**config.mk**
```make
export PLATFORM = sky130hd
export DESIGN_NAME = avmm_wide_data_fifo
export DESIGN_NICKNAME = d
export VERILOG_FILES = /design/src/rtl/avmm_wide_data_pkg.sv /design/src/rtl/sync_fifo_wide.sv /design/src/rtl/avmm_wide_data_fifo.sv
export SDC_FILE = /design/constraint.sdc
export NUM_CORES = 2
export LEC_CHECK = 0
export ABC_CLOCK_PERIOD_IN_PS = 6600
export CORE_MARGIN = 5
export CORE_UTILIZATION = 30
export CTS_CLUSTER_DIAMETER = 200
export DETAILED_ROUTE_END_ITERATION = 6
export GPL_TIMING_DRIVEN = 0
export SLEW_MARGIN = 20
export SYNTH_ARGS = -nofsm -noshare
export SYNTH_HDL_FRONTEND = slang
export SYNTH_SLANG_ARGS = --single-unit
```
**constraint.sdc**
```tcl
create_clock -name clk_clk -period 6.6 [get_ports clk_clk]
set_clock_uncertainty 0.15 [all_clocks]
set_input_delay 1.32 -clock clk_clk [delete_from_list [all_inputs] [get_ports clk_clk]]
set_output_delay 1.32 -clock clk_clk [all_outputs]
set_load 0.02 [all_outputs]
```
**src/rtl/avmm_wide_data_pkg.sv**
```systemverilog
// rtl/avmm_wide_data_pkg.sv - shared constants and helpers for the wide data FIFO
// Purpose: CTRL/STATUS bit positions, word count and register offsets.
// Ports: none (package).
package avmm_wide_data_pkg;

    // CTRL register bits
    localparam int CTRL_COMMIT = 0;
    localparam int CTRL_CLEAR  = 1;
    localparam int CTRL_FLUSH  = 2;

    // STATUS register bits (level occupies the low bits)
    localparam int STATUS_EMPTY    = 16;
    localparam int STATUS_FULL     = 17;
    localparam int STATUS_OVERFLOW = 18;

    // Number of bus words that make up one wide entry
    function automatic int num_words(input int data_w, input int bus_w);
        return data_w / bus_w;
    endfunction

    // CTRL sits right after the shadow words, STATUS right after CTRL
    function automatic int ctrl_offset(input int n);
        return n;
    endfunction

    function automatic int status_offset(input int n);
        return n + 1;
    endfunction

endpackage

```
**src/rtl/sync_fifo_wide.sv**
```systemverilog
// rtl/sync_fifo_wide.sv - single-clock wide FIFO with flush and drop indication
// Purpose: DEPTH-entry FIFO of DATA_W-bit entries, head exposed combinationally.
// Ports:
//   clk, rst_n   : clock, asynchronous active-low reset
//   push         : push request, push_data is the entry
//   pop          : pop request (ignored when empty)
//   flush        : empties the FIFO; overrides push and pop
//   head         : contents of the slot at the read pointer
//   full, empty  : occupancy flags
//   level        : occupancy, wr_ptr - rd_ptr
//   drop         : push request rejected because the FIFO was full with no pop
module sync_fifo_wide #(
    parameter  int DATA_W = 256,
    parameter  int DEPTH  = 4,
    localparam int LW     = $clog2(DEPTH) + 1,
    localparam int IW     = LW - 1
) (
    input  logic              clk,
    input  logic              rst_n,
    input  logic              push,
    input  logic [DATA_W-1:0] push_data,
    input  logic              pop,
    input  logic              flush,
    output logic [DATA_W-1:0] head,
    output logic              full,
    output logic              empty,
    output logic [LW-1:0]     level,
    output logic              drop
);

    logic [DATA_W-1:0] mem [DEPTH];
    logic [LW-1:0]     wr_ptr;
    logic [LW-1:0]     rd_ptr;
    logic              pop_ok;
    logic              push_ok;

    // Pointers carry one extra bit so full and empty are distinguishable
    assign level = wr_ptr - rd_ptr;
    assign full  = (level == LW'(DEPTH));
    assign empty = (level == '0);

    assign pop_ok  = pop && !empty;
    // A pop in the same cycle frees a slot, so a full FIFO can still accept
    assign push_ok = push && (!full || pop_ok);
    // Flush swallows pushes silently; they are not overflows
    assign drop    = push && !flush && !push_ok;

    assign head = mem[rd_ptr[IW-1:0]];

    always_ff @(posedge clk or negedge rst_n) begin
        if (!rst_n) begin
            for (int i = 0; i < DEPTH; i++) begin
                mem[i] <= '0;
            end
            wr_ptr <= '0;
            rd_ptr <= '0;
        end else if (flush) begin
            wr_ptr <= '0;
            rd_ptr <= '0;
        end else begin
            if (push_ok) begin
                mem[wr_ptr[IW-1:0]] <= push_data;
                wr_ptr              <= wr_ptr + LW'(1);
            end
            if (pop_ok) begin
                rd_ptr <= rd_ptr + LW'(1);
            end
        end
    end

endmodule

```
**src/rtl/avmm_wide_data_fifo.sv**
```systemverilog
// rtl/avmm_wide_data_fifo.sv - Avalon-MM shadow register with atomic commit into a wide FIFO
// Purpose: software assembles a DATA_W-bit entry from BUS_W-bit words and commits it
//          atomically into a FIFO drained by fabric logic over valid/ready.
// Ports:
//   clk_clk, reset_reset_n : clock, asynchronous active-low reset
//   avs_*                  : Avalon-MM slave, no waitrequest, read latency 1
//   out_data, out_valid    : FIFO head and non-empty flag
//   out_ready              : consumer accepts the head
//   out_level              : FIFO occupancy
module avmm_wide_data_fifo
    import avmm_wide_data_pkg::*;
#(
    parameter  int DATA_W      = 256,
    parameter  int BUS_W       = 32,
    parameter  int DEPTH       = 4,
    parameter  int AUTO_COMMIT = 0,
    localparam int N           = num_words(DATA_W, BUS_W),
    localparam int AW          = $clog2(N + 2),
    localparam int LW          = $clog2(DEPTH) + 1,
    localparam int BE_W        = BUS_W / 8
) (
    input  logic              clk_clk,
    input  logic              reset_reset_n,
    input  logic [AW-1:0]     avs_address,
    input  logic              avs_write,
    input  logic [BUS_W-1:0]  avs_writedata,
    input  logic [BE_W-1:0]   avs_byteenable,
    input  logic              avs_read,
    output logic [BUS_W-1:0]  avs_readdata,
    output logic [DATA_W-1:0] out_data,
    output logic              out_valid,
    input  logic              out_ready,
    output logic [LW-1:0]     out_level
);

    localparam logic [AW-1:0] CTRL_ADDR   = AW'(ctrl_offset(N));
    localparam logic [AW-1:0] STATUS_ADDR = AW'(status_offset(N));
    localparam logic [AW-1:0] LAST_ADDR   = AW'(N - 1);

    logic [DATA_W-1:0] shadow;
    logic [DATA_W-1:0] shadow_merged;
    logic [DATA_W-1:0] shadow_next;
    logic              ctrl_wr;
    logic              status_wr;
    logic              commit;
    logic              flush;
    logic              overflow;
    logic              fifo_full;
    logic              fifo_empty;
    logic              fifo_drop;
    logic [BUS_W-1:0]  rd_word;

    assign ctrl_wr   = avs_write && (avs_address == CTRL_ADDR);
    assign status_wr = avs_write && (avs_address == STATUS_ADDR);

    // Byte-lane merge of the current write into the shadow
    always_comb begin
        shadow_merged = shadow;
        for (int k = 0; k < N; k++) begin
            if (avs_write && (avs_address == AW'(k))) begin
                for (int b = 0; b < BE_W; b++) begin
                    if (avs_byteenable[b]) begin
                        shadow_merged[k*BUS_W + b*8 +: 8] = avs_writedata[b*8 +: 8];
                    end
                end
            end
        end
    end

    // CLEAR applies after the commit capture: the FIFO sees shadow_merged,
    // which on a CTRL write is just the untouched shadow.
    assign shadow_next = (ctrl_wr && avs_writedata[CTRL_CLEAR]) ? '0 : shadow_merged;

    assign commit = (ctrl_wr && avs_writedata[CTRL_COMMIT]) ||
                    ((AUTO_COMMIT != 0) && avs_write && (avs_address == LAST_ADDR));
    assign flush  = ctrl_wr && avs_writedata[CTRL_FLUSH];

    always_ff @(posedge clk_clk or negedge reset_reset_n) begin
        if (!reset_reset_n) begin
            shadow <= '0;
        end else begin
            shadow <= shadow_next;
        end
    end

    sync_fifo_wide #(
        .DATA_W (DATA_W),
        .DEPTH  (DEPTH)
    ) u_fifo (
        .clk       (clk_clk),
        .rst_n     (reset_reset_n),
        .push      (commit),
        .push_data (shadow_merged),
        .pop       (out_ready),
        .flush     (flush),
        .head      (out_data),
        .full      (fifo_full),
        .empty     (fifo_empty),
        .level     (out_level),
        .drop      (fifo_drop)
    );

    assign out_valid = !fifo_empty;

    // Sticky overflow; a clear and a drop cannot coincide since they
    // come from writes to different addresses.
    always_ff @(posedge clk_clk or negedge reset_reset_n) begin
        if (!reset_reset_n) begin
            overflow <= 1'b0;
        end else if (status_wr && avs_writedata[STATUS_OVERFLOW]) begin
            overflow <= 1'b0;
        end else if (fifo_drop) begin
            overflow <= 1'b1;
        end
    end

    // Read mux; CTRL and unmapped addresses return 0
    always_comb begin
        rd_word = '0;
        for (int k = 0; k < N; k++) begin
            if (avs_address == AW'(k)) begin
                rd_word = shadow[k*BUS_W +: BUS_W];
            end
        end
        if (avs_address == STATUS_ADDR) begin
            rd_word[LW-1:0]        = out_level;
            rd_word[STATUS_EMPTY]    = fifo_empty;
            rd_word[STATUS_FULL]     = fifo_full;
            rd_word[STATUS_OVERFLOW] = overflow;
        end
    end

    // Registered read data, held until the next read
    always_ff @(posedge clk_clk or negedge reset_reset_n) begin
        if (!reset_reset_n) begin
            avs_readdata <= '0;
        end else if (avs_read) begin
            avs_readdata <= rd_word;
        end
    end

endmodule

```
==> results.toml <==
[route]
via_per_inst = 5.45
wire_per_inst_um = 31.3
drc = 2
drtPass1Iterations = 7
dr_total_vias = 44700
initialDrtViolationCount = 5147
wirelength_um = 257000
postRouteAntennaNets = 0

[global_route]
grt_overflow = 0
antenna_found_initial = 39
grt_pass1_vias = 44600
grt_first_pass_wirelength_um = 355000
gr-usage-all-layers_pct = 23.0
grt_max_degree = 155

[yosys]
synthTopCellsByCount = "1319 x dfrtp_1, 570 x nor2_1, 480 x mux2_4, 305 x a21oi_1, 303 x nand2_1"
netlist_top_cells_area = "dfrtp_1 53%, mux2_4 11%, mux4_2 9.4%"
synth_edf_count = 0
synth_seq_cells = 1319
synth_sequential_area_ratio_pct = 52.7
synth_cell_types = 64
async_flop_share_pct = 100
ys.flop_type = "dfrtp_1"
yosys.area.top_type = "dfrtp_1"
synth_nets = 4827
ys_warn_count = 0
synth_area_per_cell_um2 = 13.1
synth_cells = 4775
yosysMostFrequentCell = "dfrtp_1"
synthesis.area_um2 = 62700
synth_top_area_share_pct = 52.7

[finish]
final_cells = 8204
area_growth_syn_to_layout_pct = 19.5
num-nets-final = 5323
fillers = 20200
drive_gt1_share_pct = 29.5

[clock_tree]
cts_max_level = 4
clockBufferDepth = 3
cts_buffers = 146
cts_tree = "yes"
clk_pin_slew_ps = 60
cts_sinks = 1319
post_cts_buffers = 0
cts_resized = 0
cts_hold_buf = 0
clockRootBuffer = "clkbuf_16"
clkLatencyLatePin_ps = 800

[power]
ir_drop_mv = 0.285
p_clk_share_pct = 37.7
p_sw_mw = 7.03
pwr-share-seq_pct = 41.3
switching_share_pct = 31.8
power_frac_comb_pct = 20.9
p_leak_nw = 35.1
power_density_nw_per_um2 = 295
power.internal_mw = 15.0
power_mw = 22.1

[worst_setup_path]
cp.arrival_ps = 4870
critical_path_peak_fanout = 10
worst_setup_path_end_kind = "output port"
worstSetupStartpointType = "flip-flop"
crit_type = "flip-flop to output port"
startpoint = "u_fifo.rd_ptr[1]"
worstPathRequired_ps = 5130
reg2reg_from = "u_fifo.wr_ptr[0]"

[timing]
rsz0062_at_grt = "no"
fmax_mhz = 158
max_slew_margin_pct = 11.8
setup_viol = 0
period_minus_slack_ps = 6340
tns_ps = 0
slew_violations = 0
fin_crit_sh_pct = 96.1
finalHoldViolations = 0
worst_pin_slew_ps = 1320

[placed_design]
gp_congestion = 0.986
dp_cells = 7911
portBuffers = 327
hpwl_um = 186000

[die]
placementRows = 167
start_util_pct = 30.2
core_um2 = 207000
die_area_um2 = 218000
dieWidth_um = 467
pin_count = 337
die_h_um = 467

[status]
status = "finished, violations left"
violations = "DRC"

[flow_run]
cap_violations = 0

[min_path]
hold_class = "input pin to async pin"
[final timing paths]
kind | end | slack, ps | depth (start not counted)
max | out_data[244] | 260 | 5
min | u_fifo.mem[602] | 210 | 1
max in group asynchronous | u_fifo.mem[481] | 3240 | 5
min reg2reg | u_fifo.mem[842] | 330 | 2
max reg2reg | u_fifo.mem[873] | 2530 | 10
min in group clk_clk | u_fifo.mem[842] | 330 | 2
[placed cells by master, fill, tap and decap left out, types with 44 or more instances in the layout]
cell type           n
mux2i_1           294
nor2_1            570
buf_6              64
clkbuf_2           44
clkdlybuf4s50_1   318
nand2_1           303
clkbuf_16         148
mux2_4            480
dfrtp_1          1319
a21oi_1           305
o21ai_0           285
mux4_2            261
mux2_2            294
clkbuf_1          134
buf_2             144
[cells by family after synthesis]
logic type / Yosys count / synth area share, %
flops: 1319 / 52.7
mux: 1329 / 30.8
fa+ha+maj: 7 / 0.152
simple gates: 963 / 6.37
buf+inv: 425 / 3.64
compound gates: 728 / 6.25
xor+xnor: 4 / 0.0798
[metrics by stage]
stage / setup slack [ps] / area, um^2 / utilization (%) / hold WS (ps)
final: 256 / 74900 / 36.1 / 212
after global routing: 405 / 74900 / 36.1 / 201
after CTS: 427 / 74800 / 36.1 / 180
after detailed placement: 1000 / 70000 / 33.8 / 318
after global placement: -55420 / 69400 / 33.5 / 306
after floorplan: 3160 / 62700 / - / 294
[flip-flops by register name, summed over array words and instances (netlist names)]
register	flops
overflow	1
u_fifo.rd_ptr	3
avs_readdata	32
u_fifo.mem	1024
u_fifo.wr_ptr	3
shadow	256
[power groups by stage]
| stage | registers [mW] | clock network (mW) | logic [mW] |
|---|---|---|---|
| floorplan | 8.95 | 0 | 2.66 |
| global placement | 9.28 | 0 | 4.50 |
| detailed placement | 9.24 | 0 | 4.59 |
| CTS | 9.10 | 8.40 | 4.60 |
| global route | 9.14 | 8.72 | 4.86 |
| finish | 9.13 | 8.33 | 4.62 |
[metal layers]
layer | vias to the layer above | wire (um) | track usage [%]
met4 | 4 | 17100 | 13.5
met2 | 2440 | 109000 | 32.9
met3 | 485 | 22700 | 5.11
li1 | 18100 | - | -
met5 | - | 21 | 0
met1 | 23700 | 108000 | 31.8
[layout make-up]
cell class	count	area (um^2)	area share (%)
Clock inverter	40	455	0.608
Multi-Input combinational cell	3031	27400	36.6
Tap cell	2788	3490	4.66
Timing Repair Buffer	348	3800	5.07
Inverter	39	146	0.195
Sequential cell	1319	33000	44.1
Antenna cell	30	75.1	0.100
Clock buffer	223	4370	5.83
Buffer	386	2200	2.93
[critical path, cell delays in order (launching register included)]
cell	delay (ps)
dfrtp_1	410
clkbuf_1	580
clkbuf_1	970
clkbuf_1	990
mux4_2	490
clkdlybuf4s50_1	630
No activity file was read; power rests on OpenSTA's default activity.
